`src/rtl/rx_buf_pkg.sv`:
```
// -----------------------------------------------------------------------------
// rx_buf_pkg
// Shared definitions for the receive buffer controller.
//   - rxb_state_t : handshake FSM state encodings
//   - clog2()     : ceiling log2, used for pointer/count widths at elaboration
// -----------------------------------------------------------------------------
package rx_buf_pkg;

  typedef enum logic [1:0] {
    RXB_IDLE     = 2'd0,
    RXB_WRITE    = 2'd1,
    RXB_ACK_HOLD = 2'd2
  } rxb_state_t;

  // Smallest r with 2**r >= value; clog2(1) = 0.
  function automatic int clog2(input int value);
    int r;
    r = 0;
    while ((1 << r) < value) begin
      r = r + 1;
    end
    return r;
  endfunction

endpackage

```
`src/rtl/rx_buf_mem.sv`:
```
// -----------------------------------------------------------------------------
// rx_buf_mem
// Storage array for the receive buffer: one synchronous write port and one
// asynchronous (combinational) read port. Contents are never reset.
// Ports:
//   clk      in   clock
//   i_we     in   write enable
//   i_waddr  in   write address
//   i_wdata  in   write data
//   i_raddr  in   read address
//   o_rdata  out  mem[i_raddr], combinational
// -----------------------------------------------------------------------------
module rx_buf_mem
  import rx_buf_pkg::*;
#(
  parameter int DATA_W = 16,
  parameter int DEPTH  = 16
) (
  input  logic                      clk,
  input  logic                      i_we,
  input  logic [clog2(DEPTH)-1:0]   i_waddr,
  input  logic [DATA_W-1:0]         i_wdata,
  input  logic [clog2(DEPTH)-1:0]   i_raddr,
  output logic [DATA_W-1:0]         o_rdata
);

  logic [DATA_W-1:0] r_mem [DEPTH];

  always_ff @(posedge clk) begin
    if (i_we) begin
      r_mem[i_waddr] <= i_wdata;
    end
  end

  assign o_rdata = r_mem[i_raddr];

endmodule

```
`src/rtl/rx_buffer_ctrl.sv`:
```
// -----------------------------------------------------------------------------
// rx_buffer_ctrl
// Receive buffer controller. Words arrive over a four-phase Request/Ack
// handshake and are stored in a circular buffer; a valid/ready port drains it.
// When full, wrap_en selects stalling the sender (0) or overwriting the oldest
// word (1). Overwrites set a sticky overflow flag.
//
// Optional feature macro: RX_BUF_OVF_CNT_EN
//   defined   -> ovf_cnt port present, saturating count of overwritten words
//   undefined -> no ovf_cnt port and no counter logic
//
// Parameters: DATA_W (word width), DEPTH (entries, power of two >= 2),
//             AFULL_TH (almost_full when count >= AFULL_TH)
// Ports:
//   clk          in   clock, rising edge
//   Reset        in   synchronous active-high reset
//   Request      in   sender request (data stable while high)
//   data         in   sender word
//   Ack          out  handshake acknowledge (registered)
//   wrap_en      in   0 = stall when full, 1 = overwrite oldest (sampled in IDLE)
//   rd_valid     out  buffer not empty
//   rd_ready     in   consumer pop request
//   rd_data      out  word at read pointer (undefined while empty)
//   count        out  occupancy 0..DEPTH
//   full         out  count == DEPTH
//   empty        out  count == 0
//   almost_full  out  count >= AFULL_TH
//   overflow     out  sticky overwrite flag
//   ovf_clr      in   clears overflow (and ovf_cnt)
//   ovf_cnt      out  overwritten-word count (RX_BUF_OVF_CNT_EN only)
// -----------------------------------------------------------------------------
module rx_buffer_ctrl
  import rx_buf_pkg::*;
#(
  parameter int DATA_W   = 16,
  parameter int DEPTH    = 16,
  parameter int AFULL_TH = DEPTH - 2
) (
  input  logic                    clk,
  input  logic                    Reset,
  input  logic                    Request,
  input  logic [DATA_W-1:0]       data,
  output logic                    Ack,
  input  logic                    wrap_en,
  output logic                    rd_valid,
  input  logic                    rd_ready,
  output logic [DATA_W-1:0]       rd_data,
  output logic [clog2(DEPTH):0]   count,
  output logic                    full,
  output logic                    empty,
  output logic                    almost_full,
  output logic                    overflow,
  input  logic                    ovf_clr
`ifdef RX_BUF_OVF_CNT_EN
  ,
  output logic [15:0]             ovf_cnt
`endif
);

  localparam int PTR_W = clog2(DEPTH);
  localparam int CNT_W = PTR_W + 1;
  localparam logic [CNT_W-1:0] DEPTH_C = CNT_W'(DEPTH);
  localparam logic [CNT_W-1:0] AFULL_C = CNT_W'(AFULL_TH);

  rxb_state_t        r_state;
  logic              r_ack;
  logic [DATA_W-1:0] r_data_q;
  logic              r_mode_wrap;
  logic [PTR_W-1:0]  r_wr_ptr;
  logic [PTR_W-1:0]  r_rd_ptr;
  logic [CNT_W-1:0]  r_count;
  logic              r_overflow;

  logic w_full;
  logic w_empty;
  logic w_wr;
  logic w_pop;
  logic w_ovw;
  logic w_mem_we;

  // All flags come from the registered count.
  assign w_full  = (r_count == DEPTH_C);
  assign w_empty = (r_count == '0);

  assign w_wr  = (r_state == RXB_WRITE);
  assign w_pop = !w_empty && rd_ready;

  // A write into a full buffer only loses data when nothing is popped in the
  // same cycle; with a pop it is an ordinary slot exchange.
  assign w_ovw = w_wr && w_full && r_mode_wrap && !w_pop;

  // A reset landing on the WRITE cycle aborts the transfer, so the array is
  // left untouched as well.
  assign w_mem_we = w_wr && !Reset;

  // ---------------------------------------------------------------------------
  // Handshake FSM
  // ---------------------------------------------------------------------------
  always_ff @(posedge clk) begin
    if (Reset) begin
      r_state     <= RXB_IDLE;
      r_ack       <= 1'b0;
      r_mode_wrap <= 1'b0;
    end else begin
      case (r_state)
        RXB_IDLE: begin
          // Full with stall mode: leave Request pending until a pop frees a slot.
          if (Request && (!w_full || wrap_en)) begin
            r_data_q    <= data;
            r_mode_wrap <= wrap_en;
            r_state     <= RXB_WRITE;
          end
        end
        RXB_WRITE: begin
          r_ack   <= 1'b1;
          r_state <= RXB_ACK_HOLD;
        end
        RXB_ACK_HOLD: begin
          if (!Request) begin
            r_ack   <= 1'b0;
            r_state <= RXB_IDLE;
          end
        end
        default: begin
          r_ack   <= 1'b0;
          r_state <= RXB_IDLE;
        end
      endcase
    end
  end

  // ---------------------------------------------------------------------------
  // Pointers, occupancy and sticky overflow
  // ---------------------------------------------------------------------------
  always_ff @(posedge clk) begin
    if (Reset) begin
      r_wr_ptr   <= '0;
      r_rd_ptr   <= '0;
      r_count    <= '0;
      r_overflow <= 1'b0;
    end else begin
      // DEPTH is a power of two, so natural pointer rollover is the modulo.
      if (w_wr) begin
        r_wr_ptr <= r_wr_ptr + PTR_W'(1);
      end
      // An overwrite discards the oldest word by stepping the read pointer.
      if (w_pop || w_ovw) begin
        r_rd_ptr <= r_rd_ptr + PTR_W'(1);
      end
      // Write-only grows the count unless already at DEPTH (overwrite case);
      // write-and-pop leaves it unchanged.
      if (w_wr && !w_pop && !w_full) begin
        r_count <= r_count + CNT_W'(1);
      end else if (w_pop && !w_wr) begin
        r_count <= r_count - CNT_W'(1);
      end
      // Set wins over clear.
      if (w_ovw) begin
        r_overflow <= 1'b1;
      end else if (ovf_clr) begin
        r_overflow <= 1'b0;
      end
    end
  end

`ifdef RX_BUF_OVF_CNT_EN
  logic [15:0] r_ovf_cnt;

  // Saturating; an overwrite in the same cycle as ovf_clr takes priority.
  always_ff @(posedge clk) begin
    if (Reset) begin
      r_ovf_cnt <= 16'd0;
    end else if (w_ovw) begin
      if (r_ovf_cnt != 16'hFFFF) begin
        r_ovf_cnt <= r_ovf_cnt + 16'd1;
      end
    end else if (ovf_clr) begin
      r_ovf_cnt <= 16'd0;
    end
  end

  assign ovf_cnt = r_ovf_cnt;
`endif

  rx_buf_mem #(
    .DATA_W (DATA_W),
    .DEPTH  (DEPTH)
  ) u_mem (
    .clk     (clk),
    .i_we    (w_mem_we),
    .i_waddr (r_wr_ptr),
    .i_wdata (r_data_q),
    .i_raddr (r_rd_ptr),
    .o_rdata (rd_data)
  );

  assign Ack         = r_ack;
  assign count       = r_count;
  assign full        = w_full;
  assign empty       = w_empty;
  assign almost_full = (r_count >= AFULL_C);
  assign rd_valid    = !w_empty;
  assign overflow    = r_overflow;

endmodule
```
`config.mk`:
```
export PLATFORM = sky130hd
export DESIGN_NAME = rx_buffer_ctrl
export DESIGN_NICKNAME = d
export VERILOG_FILES = /design/src/rtl/rx_buf_pkg.sv /design/src/rtl/rx_buf_mem.sv /design/src/rtl/rx_buffer_ctrl.sv
export SDC_FILE = /design/constraint.sdc
export NUM_CORES = 1
export LEC_CHECK = 0
export BUFFER_PORTS_ARGS = -buffer_cell sky130_fd_sc_hd__buf_2
export CORE_UTILIZATION = 61
export CTS_BUF_LIST = sky130_fd_sc_hd__clkbuf_16
export CTS_CLUSTER_SIZE = 25
export DETAILED_ROUTE_END_ITERATION = 10
export PLACE_DENSITY = 0.79
export SYNTH_ARGS = -nofsm -noshare
export SYNTH_HDL_FRONTEND = slang
export SYNTH_SLANG_ARGS = --single-unit
export TNS_END_PERCENT = 10
```
`constraint.sdc`:
```
create_clock -name clk -period 3.57 [get_ports clk]
set_input_delay 0.357 -clock clk [delete_from_list [all_inputs] [get_ports clk]]
set_output_delay 0.357 -clock clk [all_outputs]
set_load 0.05 [all_outputs]
```
* Yosys cells after proc, flatten, opt, wreduce, memory -nomap -nowiden
Memory sizes are Yosys's and may differ from the RTL's. A register that Yosys moved wholly into a read port is not among the register bits.
Index checks and enable logic that the tools add are counted.
** Storage, ports and cells
- RAM bits :: 256
- Input port bits :: 22
- Memories :: 1
- Flip-flop bits (word level) :: 34
- Logic and storage cells :: 58
- Output and inout bits :: 27
** Memory list
- u_mem.r_mem :: words 16, bits a word 16, rd ports 1, clocked after Yosys merged registers in 1, write ports 1, line rx_buf_mem.sv:27 : logic [DATA_W-1:0] r_mem [DEPTH];
** Operators by class
- Bitwise operators :: 2
- $add $sub $neg :: 4
- Reductions and logical operators :: 24
- Equality and inequality tests :: 5
- Order comparisons :: 1
- Mux-type cells :: 13
** Operators with widths (number)
- 5-bit two-way mux :: 2
- 1-bit logical AND :: 9
- 4-bit by 1-bit adder with 4-bit output, second input constant :: 2
- 4-bit two-way mux :: 2
- 2-bit case mux with 3 select lines :: 1
- 2-bit AND reduction :: 3
- 5-bit by 1-bit adder with 5-bit output, second input constant :: 1
- 5-bit == test, second input constant :: 1
- 5-bit by 4-bit greater-or-equal comparator with 1-bit output, second input constant :: 1
- 1-bit zero test :: 5
- 5-bit zero test :: 1
- 1-bit two-way mux :: 5
- 5-bit by 1-bit subtractor with 5-bit output, second input constant :: 1
- 2-bit two-way mux :: 2
- 2-bit != test, second input constant :: 2
- 2-bit nonzero test :: 2
- 1-bit case mux with 3 select lines :: 1
- 3-bit AND reduction :: 1
- 2-bit by 1-bit == test with 1-bit output, second input constant :: 1
- 2-bit == test, second input constant :: 1
- 2-bit zero test :: 1
- 1-bit logical OR :: 2
- 1-bit inverter :: 2

* Logic depth before layout (Yosys ltp)
- Word-level depth :: 8
- Gate-level depth with buffers :: 9
- Depth with buffers taken out :: 8

* By module
From an unflattened synthesis, not the netlist that was laid out.
** Unflattened totals
- Cells, all modules :: 548
- Area, all modules :: 11222.0 um2
** Modules (own cells, without submodules)
- rx_buf_mem :: area an instance 9723.1 um2, instances 1, cells each 416, sequential area each 7687.4 um2
- rx_buffer_ctrl :: area an instance 1498.9 um2, instances 1, cells each 132, sequential area each 840.8 um2

* Worst setup path after synthesis
OpenSTA, ideal clock, no wires.
- Path type :: register -> register
- From :: register r_count[0] (netlist: count[0])
- To :: register r_data_q[0] (enable)
- Path buffers :: 0
- Setup time :: 0.414 ns
- Data required time :: 3.156 ns
- Cell stages (with the launch flop) :: 4
- Arrival :: 2.626 ns
- Path slack :: 0.530 ns
- Clock period less this slack :: 3.040 ns
- Cells stage by stage :: dfxtp_1 or4_4 nor2_1 a211oi_1
** Between the ends
- Word-level cells in the longest chain between the ends :: 5
** Ends and longest elaborated chain
- from (decl) :: line rx_buffer_ctrl.sv:71 : logic [CNT_W-1:0] r_count;
- from (signal assigned) :: line rx_buffer_ctrl.sv:153 : r_count <= r_count + CNT_W'(1);
- from (signal assigned) :: line rx_buffer_ctrl.sv:155 : r_count <= r_count - CNT_W'(1);
- 5-bit == test :: line rx_buffer_ctrl.sv:82 : assign w_full = (r_count == DEPTH_C);
- net full :: line rx_buffer_ctrl.sv:49 : output logic full,
- 1-bit zero test :: line rx_buffer_ctrl.sv:108 : if (Request && (!w_full || wrap_en)) begin
- 1-bit logical OR :: line rx_buffer_ctrl.sv:108
- 1-bit logical AND :: line rx_buffer_ctrl.sv:108
- 3-bit AND reduction (no line)
- to (signal assigned) :: line rx_buffer_ctrl.sv:109 : r_data_q <= data;
- to (decl) :: line rx_buffer_ctrl.sv:67 : logic [DATA_W-1:0] r_data_q;
The timed path passes the listed nets, and every way through them passes these cells.
A chain may end at the register's enable or synchronous reset.

==> impl_metrics.yaml <==
run_status:
  status: "finished, final reports clean"
yosys:
  ys_warn_count: 0
  synth-seq-cells: 294
  synth_cells: 561
  avgSynthCellArea_um2: 20.1
  synthArstFlopShare_pct: 0
  ys_seq_area_share_pct: 76.2
  synth_compound_area_share_pct: 4.38
  syn_nets: 592
  synth_top_family_by_area: "multiplexers"
  synth.distinct_cells: 46
  syn_area_um2: 11300
  synth_edf_count: 272
  synth_ff_type: "edfxtp_1"
  synthAdderAreaFrac_pct: 1.06
  yosys-mux-area-fraction_pct: 12.9
  yosys.area_share.simple_pct: 3.96
  synth_xor_area_share_pct: 0.233
clock_tree:
  root_buffer: "clkbuf_16"
  post_cts_buffers: 0
  cts_sinks: 294
  htree_levels: 1
  insertion_delay_ns: 0.53
  clkTransAtPathRegs_ns: 0.06
  cts_buffer_depth: 3
  cts_tree: "built"
  cts_buffers: 29
sta:
  slew_headroom_pct: 31.6
  drv_slew: 0
  fin_skew_ns: 0.00809
  tightest_slew_ns: 1.03
  hold_viol: 0
  rsz0062_at_grt: "no"
  fin_crit_ns: 3.00
  period_share_pct: 84.1
  fmax_ghz: 0.333
  setup_viol: 0
  fin_tns_setup_ns: 0
worst_hold_path:
  hold_path_class: "primary input to flip-flop"
floorplan:
  io-pin-count: 49
  start_util_pct: 62.6
  dieArea_um2: 19100
  die_w_um: 138
  rows: 49
  core_um2: 18000
  fp.dieH_um: 138
drt:
  wirelength_mm: 23.8
  ant_nets: 0
  dr.pass1.iters: 4
  drc: 0
  vias: 5824
  vias_per_cell: 6.46
  first_iter_violations: 507
  drt-wirelength-per-cell_um: 26.4
setup_path:
  cp-end-kind: "primary output"
  rr_startpoint: "count[0]"
  crit_end: "rd_data[11]"
  worstPathArrival_ns: 2.65
  r2r-end: "count[4]"
  worstPathMaxFanout: 18
  required_ns: 3.21
  critical_path_class: "flip-flop to primary output"
  startpoint_type: "flip-flop"
  r2r_slack_ns: 0.77
  r2r.worst_path.cells: 8
final_layout:
  multi_input_area_um2: 2550
  final.fill_count: 1016
  instances_no_fill: 901
  syn2layout_area_growth_pct: 15.6
  finalCoreUtilization_pct: 72.4
  regArea_um2: 8610
  insertedDiodeCount: 0
  layout.nets: 682
  drive_gt1_share_pct: 29.9
  fin_area_um2: 13100
placed_design:
  place_inst: 840
  place_congestion: 0.835
  numPortBuffers: 48
  post-dp-hpwl_mm: 13.1
  placed_area_um2: 12000
power_and_ir_drop:
  report.power.total_w: 0.00899
  p_leak_nw: 4.29
  power_density_nw_per_um2: 689
  vdd_ir_drop_max_mv: 0.590
global_route:
  grt_pass1_wl_mm: 36.2
  antenna_found_initial: 0
  globalRouteOverflowTotal: 0
  grt.total_usage_pct: 25.7
  grt_max_degree: 65
  first_global_vias: 6072
run:
  maxCapViolations: 0
through the flow:
stage | hold slack [ns] | setup WS [ns]
global route | 0.0171 | 0.377
detailed placement | 0.501 | 0.793
finish | 0.0368 | 0.567
CTS | 0.0182 | 0.489
floorplan | 0.453 | 0.530
global placement | 0.482 | 0.886
flip-flops by register name (all words and copies together), names as in the netlist, named ones only:
| signal | cells |
|---|---|
| Ack | 1 |
| count | 5 |
| overflow | 1 |
| r_data_q | 16 |
| r_mode_wrap | 1 |
| r_rd_ptr | 4 |
| r_state | 2 |
| r_wr_ptr | 4 |
| u_mem.r_mem | 256 |
cells by family (layout without fill, tap and decap cells):
group	Yosys count	after routing
flops	294	294
simple gates	90	90
compound gates	65	65
mux	65	65
buf+inv	35	146
fa+ha+maj	9	9
xor+xnor	3	3
worst max-delay path: stages (launching register included):
cell     delay [ns]
dfxtp_4        0.58
buf_4          0.39
mux4_2         0.54
a22oi_1        0.28
nand2_1        0.09
buf_2          0.21
cell usage in the layout, fill, tap and decap left out, drive strengths merged, types with 6 or more instances in the layout:
master and count:
edfxtp 272, buf 75, mux4 64, a22oi 32, nand2 29, clkbuf 29, nor2 27, dfxtp 22
inv 13, clkinv 12, a21oi 10, dlygate4sd3 9, ha 8, nor2b 6, bufinv 6
routing by layer:
layer	part of all wire, %	global-route usage, %	wire length (um)
met4	2.8	9.14	669
met3	7.1	3.98	1700
met5	0	0	0
met1	39	34.8	9270
met2	51	43.3	12200
synthesized netlist by cell type, drive strengths merged (4+ instances only):
master  instances  area [um2]
edfxtp        272        8170
mux4           64        1440
a22oi          32         240
nand2          29         109
nor2           27         101
dfxtp          22         440
clkbuf         17        63.8
a21oi          10        50.1
inv             9        33.8
buf             8        40.0
ha              8         100
nor2b           6        37.5
a211oi          4        30.0
nand2b          4        25.0
what timing repair did:
| item | in CTS | in global routing |
|---|---|---|
| hold buffers | 9 | 0 |
| endpoints found under the hold margin | 9 | 0 |
| gates resized for setup | 0 | 0 |
power breakdown:
group	internal (W)	switching, W
clock	0.00191	0.00124
sequential	0.00385	0.000161
combinational	0.000745	0.00109
cell type report:
cell class              instances  area share, %
well taps                     229           2.20
inverters                      10          0.288
repair buffers                 84           4.28
multi-input cells             232           19.6
clock inverters                23           2.12
flip-flops and latches        294           66.0
clock buffers                  29           5.56
worst min path at each step:
stage / cells past startpoint / to / slack [ns] / startpoint
2_1_floorplan: 2 / flip-flop / 0.45 / r_rd_ptr[3]
3_3_place_gp: 2 / r_rd_ptr[3] / 0.48 / r_rd_ptr[3]
3_5_place_dp: 2 / Ack / 0.50 / Ack
4_1_cts: 1 / r_data_q[4] / 0.02 / data[4]
5_1_grt: 1 / r_data_q[11] / 0.02 / data[11]
6_report: 1 / r_data_q[11] / 0.04 / data[11]
(Power assumes the default switching activity.)
